[src/rtl/wb_gpio_arbiter_pkg.sv]
// Shared types for the Wishbone GPIO arbiter: FSM state encoding and index-width helper.
package wb_gpio_arbiter_pkg;

  typedef enum logic [1:0] {
    ST_IDLE  = 2'd0,
    ST_BUSY  = 2'd1,
    ST_TMO   = 2'd2,
    ST_DRAIN = 2'd3
  } arb_state_e;

  // Width of a master index; never below 1 so a 2-master build still has a real bit.
  function automatic int idx_w(input int n);
    return (n <= 2) ? 1 : $clog2(n);
  endfunction

endpackage

[src/rtl/wb_gpio_arbiter_if.sv]
// Bundle of the shared-master side and the single-slave side of the GPIO arbiter.
interface wb_gpio_arbiter_if #(
  parameter int NUM_MASTERS = 2
);
  logic [NUM_MASTERS-1:0]    m_cyc_i;
  logic [NUM_MASTERS-1:0]    m_stb_i;
  logic [NUM_MASTERS-1:0]    m_we_i;
  logic [4*NUM_MASTERS-1:0]  m_sel_i;
  logic [32*NUM_MASTERS-1:0] m_adr_i;
  logic [32*NUM_MASTERS-1:0] m_dat_i;
  logic [31:0]               m_dat_o;
  logic [NUM_MASTERS-1:0]    m_ack_o;
  logic [NUM_MASTERS-1:0]    m_err_o;
  logic                      s_cyc_o;
  logic                      s_stb_o;
  logic                      s_we_o;
  logic [3:0]                s_sel_o;
  logic [31:0]               s_adr_o;
  logic [31:0]               s_dat_o;
  logic [31:0]               s_dat_i;
  logic                      s_ack_i;
  logic                      s_err_i;

  // Arbiter view: slave to the masters, master to the GPIO slave.
  modport slave (
    input  m_cyc_i, m_stb_i, m_we_i, m_sel_i, m_adr_i, m_dat_i,
    output m_dat_o, m_ack_o, m_err_o,
    output s_cyc_o, s_stb_o, s_we_o, s_sel_o, s_adr_o, s_dat_o,
    input  s_dat_i, s_ack_i, s_err_i
  );

  // Environment view: the requesting masters plus the GPIO register slave.
  modport master (
    output m_cyc_i, m_stb_i, m_we_i, m_sel_i, m_adr_i, m_dat_i,
    input  m_dat_o, m_ack_o, m_err_o,
    input  s_cyc_o, s_stb_o, s_we_o, s_sel_o, s_adr_o, s_dat_o,
    output s_dat_i, s_ack_i, s_err_i
  );
endinterface

[src/rtl/wb_gpio_arbiter_rr_priority_select.sv]
// Round-robin pick: one-hot grant for the first requester after index `last`, cyclically.
import wb_gpio_arbiter_pkg::*;

module rr_priority_select #(
  parameter int N  = 2,
  parameter int IW = 1
) (
  input  logic [N-1:0]  req,
  input  logic [IW-1:0] last,
  output logic [N-1:0]  gnt
);
  logic [IW-1:0] idx;
  logic          found;

  always_comb begin
    gnt   = '0;
    found = 1'b0;
    idx   = '0;
    for (int off = 1; off <= N; off++) begin
      idx = IW'((int'(last) + off) % N);
      if (!found && req[idx]) begin
        gnt[idx] = 1'b1;
        found    = 1'b1;
      end
    end
  end
endmodule

[src/rtl/wb_gpio_arbiter.sv]
// Round-robin Wishbone arbiter in front of the GPIO register slave; grant held for a whole cyc.
// Optional bus watchdog enabled by defining WB_ARB_TIMEOUT_EN.
import wb_gpio_arbiter_pkg::*;

module wb_gpio_arbiter #(
  parameter int NUM_MASTERS = 2
`ifdef WB_ARB_TIMEOUT_EN
  ,parameter int TIMEOUT_CYCLES = 1024
`endif
) (
  input  logic                   wb_clk_i,
  input  logic                   wb_rst_i,
  wb_gpio_arbiter_if.slave       bus,
  output logic [NUM_MASTERS-1:0] grant_o,
  output logic                   busy_o
);
  localparam int N  = NUM_MASTERS;
  localparam int IW = idx_w(NUM_MASTERS);

  arb_state_e    state_q, state_d;
  logic [N-1:0]  grant_q, grant_d;
  logic [IW-1:0] last_q, last_d;
  logic [N-1:0]  gnt_sel;
  logic [IW-1:0] owner_idx;
  logic          own_cyc, own_stb, own_we;
  logic [3:0]    own_sel;
  logic [31:0]   own_adr, own_dat;

`ifdef WB_ARB_TIMEOUT_EN
  localparam int TW = $clog2(TIMEOUT_CYCLES) + 1;
  logic [TW-1:0] wdog_q, wdog_d;
  logic          stall;
`endif

  rr_priority_select #(.N(N), .IW(IW)) u_rr (
    .req  (bus.m_cyc_i),
    .last (last_q),
    .gnt  (gnt_sel)
  );

  // Owner's request fields, selected by the registered one-hot grant.
  always_comb begin
    owner_idx = '0;
    own_cyc   = 1'b0;
    own_stb   = 1'b0;
    own_we    = 1'b0;
    own_sel   = '0;
    own_adr   = '0;
    own_dat   = '0;
    for (int k = 0; k < N; k++) begin
      if (grant_q[k]) begin
        owner_idx = IW'(k);
        own_cyc   = bus.m_cyc_i[k];
        own_stb   = bus.m_stb_i[k];
        own_we    = bus.m_we_i[k];
        own_sel   = bus.m_sel_i[4*k +: 4];
        own_adr   = bus.m_adr_i[32*k +: 32];
        own_dat   = bus.m_dat_i[32*k +: 32];
      end
    end
  end

  always_ff @(posedge wb_clk_i) begin
    if (wb_rst_i) begin
      state_q <= ST_IDLE;
      grant_q <= '0;
      last_q  <= IW'(N - 1);
`ifdef WB_ARB_TIMEOUT_EN
      wdog_q  <= '0;
`endif
    end else begin
      state_q <= state_d;
      grant_q <= grant_d;
      last_q  <= last_d;
`ifdef WB_ARB_TIMEOUT_EN
      wdog_q  <= wdog_d;
`endif
    end
  end

`ifdef WB_ARB_TIMEOUT_EN
  assign stall  = (state_q == ST_BUSY) && own_stb && !bus.s_ack_i && !bus.s_err_i;
  assign wdog_d = stall ? wdog_q + 1'b1 : '0;
`endif

  always_comb begin
    state_d = state_q;
    grant_d = grant_q;
    last_d  = last_q;
    unique case (state_q)
      ST_IDLE: begin
        if (|bus.m_cyc_i) begin
          state_d = ST_BUSY;
          grant_d = gnt_sel;
        end
      end
      ST_BUSY: begin
        if (!own_cyc) begin
          state_d = ST_IDLE;
          grant_d = '0;
          last_d  = owner_idx;
        end
`ifdef WB_ARB_TIMEOUT_EN
        // Counter reaches TIMEOUT_CYCLES-1 on this edge.
        else if (stall && wdog_q == TW'(TIMEOUT_CYCLES - 2)) begin
          state_d = ST_TMO;
        end
`endif
      end
`ifdef WB_ARB_TIMEOUT_EN
      ST_TMO: state_d = ST_DRAIN;
      ST_DRAIN: begin
        if (!own_cyc) begin
          state_d = ST_IDLE;
          grant_d = '0;
          last_d  = owner_idx;
        end
      end
`endif
      default: begin
        state_d = ST_IDLE;
        grant_d = '0;
      end
    endcase
  end

  always_comb begin
    bus.s_cyc_o = 1'b0;
    bus.s_stb_o = 1'b0;
    bus.s_we_o  = 1'b0;
    bus.s_sel_o = '0;
    bus.s_adr_o = '0;
    bus.s_dat_o = '0;
    bus.m_ack_o = '0;
    bus.m_err_o = '0;
    if (state_q == ST_BUSY) begin
      bus.s_cyc_o = own_cyc;
      bus.s_stb_o = own_stb;
      bus.s_we_o  = own_we;
      bus.s_sel_o = own_sel;
      bus.s_adr_o = own_adr;
      bus.s_dat_o = own_dat;
      bus.m_ack_o = grant_q & {N{bus.s_ack_i}};
      bus.m_err_o = grant_q & {N{bus.s_err_i}};
    end
`ifdef WB_ARB_TIMEOUT_EN
    if (state_q == ST_TMO) bus.m_err_o = grant_q;
`endif
  end

  assign bus.m_dat_o = bus.s_dat_i;
  assign grant_o     = grant_q;
  assign busy_o      = (state_q != ST_IDLE);
endmodule

[src/flat_wrapper.sv]
// flat-port wrapper written by rule: the top's interface ports become plain ports
module wb_gpio_arbiter_flat 
#(
  parameter int NUM_MASTERS = 2

)
  (wb_clk_i, wb_rst_i, grant_o, busy_o, bus_m_cyc_i, bus_m_stb_i, bus_m_we_i, bus_m_sel_i, bus_m_adr_i, bus_m_dat_i, bus_m_dat_o, bus_m_ack_o, bus_m_err_o, bus_s_cyc_o, bus_s_stb_o, bus_s_we_o, bus_s_sel_o, bus_s_adr_o, bus_s_dat_o, bus_s_dat_i, bus_s_ack_i, bus_s_err_i);
  wb_gpio_arbiter_if #(.NUM_MASTERS(NUM_MASTERS)) bus_i ();
  input  logic wb_clk_i;
  input  logic wb_rst_i;
  output logic [NUM_MASTERS-1:0] grant_o;
  output logic busy_o;
  input wire logic [$bits(bus_i.m_cyc_i)-1:0] bus_m_cyc_i;
  input wire logic [$bits(bus_i.m_stb_i)-1:0] bus_m_stb_i;
  input wire logic [$bits(bus_i.m_we_i)-1:0] bus_m_we_i;
  input wire logic [$bits(bus_i.m_sel_i)-1:0] bus_m_sel_i;
  input wire logic [$bits(bus_i.m_adr_i)-1:0] bus_m_adr_i;
  input wire logic [$bits(bus_i.m_dat_i)-1:0] bus_m_dat_i;
  output wire logic [$bits(bus_i.m_dat_o)-1:0] bus_m_dat_o;
  output wire logic [$bits(bus_i.m_ack_o)-1:0] bus_m_ack_o;
  output wire logic [$bits(bus_i.m_err_o)-1:0] bus_m_err_o;
  output wire logic [$bits(bus_i.s_cyc_o)-1:0] bus_s_cyc_o;
  output wire logic [$bits(bus_i.s_stb_o)-1:0] bus_s_stb_o;
  output wire logic [$bits(bus_i.s_we_o)-1:0] bus_s_we_o;
  output wire logic [$bits(bus_i.s_sel_o)-1:0] bus_s_sel_o;
  output wire logic [$bits(bus_i.s_adr_o)-1:0] bus_s_adr_o;
  output wire logic [$bits(bus_i.s_dat_o)-1:0] bus_s_dat_o;
  input wire logic [$bits(bus_i.s_dat_i)-1:0] bus_s_dat_i;
  input wire logic [$bits(bus_i.s_ack_i)-1:0] bus_s_ack_i;
  input wire logic [$bits(bus_i.s_err_i)-1:0] bus_s_err_i;
  assign bus_i.m_cyc_i = bus_m_cyc_i;
  assign bus_i.m_stb_i = bus_m_stb_i;
  assign bus_i.m_we_i = bus_m_we_i;
  assign bus_i.m_sel_i = bus_m_sel_i;
  assign bus_i.m_adr_i = bus_m_adr_i;
  assign bus_i.m_dat_i = bus_m_dat_i;
  assign bus_m_dat_o = bus_i.m_dat_o;
  assign bus_m_ack_o = bus_i.m_ack_o;
  assign bus_m_err_o = bus_i.m_err_o;
  assign bus_s_cyc_o = bus_i.s_cyc_o;
  assign bus_s_stb_o = bus_i.s_stb_o;
  assign bus_s_we_o = bus_i.s_we_o;
  assign bus_s_sel_o = bus_i.s_sel_o;
  assign bus_s_adr_o = bus_i.s_adr_o;
  assign bus_s_dat_o = bus_i.s_dat_o;
  assign bus_i.s_dat_i = bus_s_dat_i;
  assign bus_i.s_ack_i = bus_s_ack_i;
  assign bus_i.s_err_i = bus_s_err_i;
  wb_gpio_arbiter #(.NUM_MASTERS(NUM_MASTERS)) u_core (.wb_clk_i(wb_clk_i), .wb_rst_i(wb_rst_i), .bus(bus_i), .grant_o(grant_o), .busy_o(busy_o));
endmodule
[config.mk]
export PLATFORM = sky130hd
export DESIGN_NAME = wb_gpio_arbiter_flat
export DESIGN_NICKNAME = d
export VERILOG_FILES = /design/src/rtl/wb_gpio_arbiter_pkg.sv /design/src/rtl/wb_gpio_arbiter_if.sv /design/src/rtl/wb_gpio_arbiter_rr_priority_select.sv /design/src/rtl/wb_gpio_arbiter.sv /design/src/flat_wrapper.sv
export SDC_FILE = /design/constraint.sdc
export NUM_CORES = 1
export LEC_CHECK = 0
export CAP_MARGIN = 20
export CORE_AREA = 2 2 112 114
export CTS_CLUSTER_DIAMETER = 100
export DETAILED_ROUTE_END_ITERATION = 6
export DIE_AREA = 0 0 114 116
export GPL_TIMING_DRIVEN = 0
export PLACE_DENSITY = 0.61
export SETUP_SLACK_MARGIN = 0.2
export SLEW_MARGIN = 20
export SYNTH_ARGS = -nofsm -noshare
export SYNTH_HDL_FRONTEND = slang
export SYNTH_SLANG_ARGS = --single-unit
[constraint.sdc]
create_clock -name wb_clk_i -period 1.2 [get_ports wb_clk_i]
set_input_delay 0.18 -clock wb_clk_i [delete_from_list [all_inputs] [get_ports wb_clk_i]]
set_output_delay 0.18 -clock wb_clk_i [all_outputs]
set_load 0.01 [all_outputs]
==> flow_summary.yaml <==
run_status:
  status: "finished with violations"
  failed_checks: "negative setup slack"
worst_hold_path:
  hp-start: "bus_m_cyc_i[1]"
  whs_path_depth: 3
  hold_path.class: "in -> reg"
  min_to: "u_core.state_q[0]"
yosys:
  ys_ff_latch: 4
  netlist_area_sq_um: 1240
  synth_top_area_share_pct: 49.5
  ys_seq_area_share_pct: 6.47
  yosysWarnings: 0
  avgSynthCellArea_sq_um: 8.42
  synth_top_area_cell: "a22o_1"
  ys_top_cells_by_area: "a22o_1 (50%), buf_4 (20%), buf_6 (7.3%)"
  syn_nets: 325
  synthCells: 147
  ys_types: 22
setup_path:
  rr_startpoint: "u_core.state_q[0]"
  cp_max_fo: 8
  crit_path_end_kind: "primary output"
  path_class: "reg -> out"
  r2r_end: "u_core.last_q"
  startpoint_type: "flop"
  cp.required_ns: 1.02
  r2r_slack_ns: -0.04
  cp.arrival_ns: 1.44
  ff2ff_path_depth: 4
sta:
  fin_crit_sh_pct: 135
  min_period_ns: 1.62
  worstMarginPinSlew_ns: 0.229
  layout_setup_ws_ns: -0.423
  max_freq_mhz: 616
  slew_headroom_pct: 84.6
  drv_slew: 0
  rsz0062_at_grt: "yes"
  skew_ns: 0.00149
  setup_viol: 79
  holdWs_ns: 0.428
  final_hold_viol_count: 0
detailed_routing:
  avgRoutedWirePerCell_microns: 15.3
  wirelength_microns: 8700
  vias: 2338
  drt-vias-per-instance: 4.11
  drc: 0
  dr.first_iter.drc_count: 58
  drtPass1Iterations: 4
  ant_nets: 0
finish:
  drive_gt1_share_pct: 39.3
  final_area_sq_um: 4220
  syn2layout_area_growth_pct: 241
  final_nets: 601
  insertedDiodeCount: 0
placed_design:
  dpl_cell_area_sq_um: 4010
  gp_congestion: 0.763
  place_hpwl_microns: 7060
  dp_slack_ns: -0.808
  port_buffers: 255
die:
  coreArea_sq_um: 11900
  start_util_pct: 10.4
  dieArea_sq_um: 13200
  dieWidth_microns: 114
  rows: 40
  ios: 288
  die_y_microns: 116
clocking:
  htree_levels: 1
  clk_latency_ns: 0.23
  clkTransAtPathRegs_ns: 0.03
  cts_buffers: 3
  cts.sink_count: 4
  max-clock-path-buffers: 2
  cts-root-buf: "clkbuf_16"
  cts_tree: "done"
  ctsHoldBuffers: 0
run:
  maxCapViolCount: 0
grt:
  grt_use_total_pct: 10.7
  antenna_found_initial: 0
  grt_pass1_wl_microns: 11400
  overflow: 0
  grt_pass1_vias: 2260
  grt_max_degree: 11
power:
  leakage_nw: 1.93
  peakVddDrop_mv: 0.507
  p_per_area_nw_per_um2: 474
-- sequential cells by signal, indices dropped and copies added, names as in the netlist --
signal,count
u_core.grant_o,2
u_core.last_q,1
u_core.state_q,1
-- layout by cell type (no fill, tap or decap), drive strengths merged --
cell / instances
a211o: 2
a21o: 1
a21oi: 2
a221o: 1
a221oi: 1
a22o: 70
and2: 1
and2b: 1
and3: 5
buf: 137
clkbuf: 11
clkdlybuf4s50: 175
dfxtp: 4
dlygate4sd2: 2
inv: 2
mux2: 1
nand2: 2
nor2b: 1
o21ai: 2
o21bai: 1
-- power breakdown --
part | leakage (nW) | switching (W) | internal (W)
Sequential | 0.0350 | 0.0000173 | 0.000147
Clock | 0.0382 | 0.000109 | 0.000440
Combinational | 1.85 | 0.000396 | 0.000889
Total | 1.93 | 0.000523 | 0.00148
-- critical path, stage by stage, from the launching register on --
cell	delay, ns
dfxtp_4	0.35
inv_4	0.03
and3_4	0.16
buf_12	0.15
buf_16	0.14
a22o_1	0.22
buf_2	0.15
-- layout make-up --
| type | count | area, sq um |
|---|---|---|
| Sequential cell | 4 | 91.3 |
| Clock buffer | 4 | 78.8 |
| Multi-Input combinational cell | 91 | 806 |
| Inverter | 2 | 10.0 |
| Tap cell | 147 | 184 |
| Buffer | 50 | 514 |
| Fill cell | 1219 | 7700 |
| Timing Repair Buffer | 271 | 2530 |
-- logic make-up after synthesis --
family / after synthesis / synth area share [%]
AO/OA/AOI/OAI: 80 / 56.0
buffers and inverters: 52 / 31.5
AND/OR/NAND/NOR: 10 / 5.06
flip-flops: 4 / 6.47
multiplexers: 1 / 0.910
-- routing by layer --
metal	routed length, microns	global-route usage, %
met5	0	0
met4	16	0.732
met3	821	2.51
met2	4550	20.3
met1	3310	12.7
-- timing repair --
action	4_1_cts	5_1_grt
setup buffers	4	4
pin swaps	4	48
setup endpoints to repair	82	80
gates resized for setup	363	17
cloned	1	7
-- metrics by stage --
| step | instances | util (%) | total power [W] | setup TNS [ns] |
|---|---|---|---|---|
| floorplan | 147 | - | 0.000545 | 0 |
| global placement | 549 | 33.6 | 0.00139 | -43.32 |
| detailed placement | 549 | 33.6 | 0.00140 | -43.66 |
| CTS | 558 | 33.0 | 0.00193 | -26.45 |
| global route | 569 | 35.4 | 0.00210 | -29.67 |
| finish | 569 | 35.4 | 0.00200 | -26.89 |
-- worst max path at each step --
stage / from / end / slack (ns) / cells past startpoint
floorplan: u_core.state_q[0] / bus_s_adr_o[18] / 0.008 / 4
global placement: bus_m_cyc_i[0] / bus_s_cyc_o / -0.79 / 5
detailed placement: bus_m_cyc_i[0] / bus_s_cyc_o / -0.81 / 5
CTS: u_core.grant_o[1] / bus_s_dat_o[31] / -0.42 / 6
global route: u_core.state_q[0] / bus_s_dat_o[27] / -0.44 / 5
finish: u_core.grant_o[1] / bus_s_dat_o[31] / -0.42 / 6
-- synthesized netlist by cell type, drive strengths merged --
cell type and count:
a221o 1, a21o 1, a21oi 2, buf 50, nand2 2, nor2b 1
o21bai 1, and2 1, a22o 70, inv 2, and3 5, dfxtp 4
mux2 1, and2b 1, a221oi 1, o21ai 2, a211o 2
(Power assumes the default switching activity.)
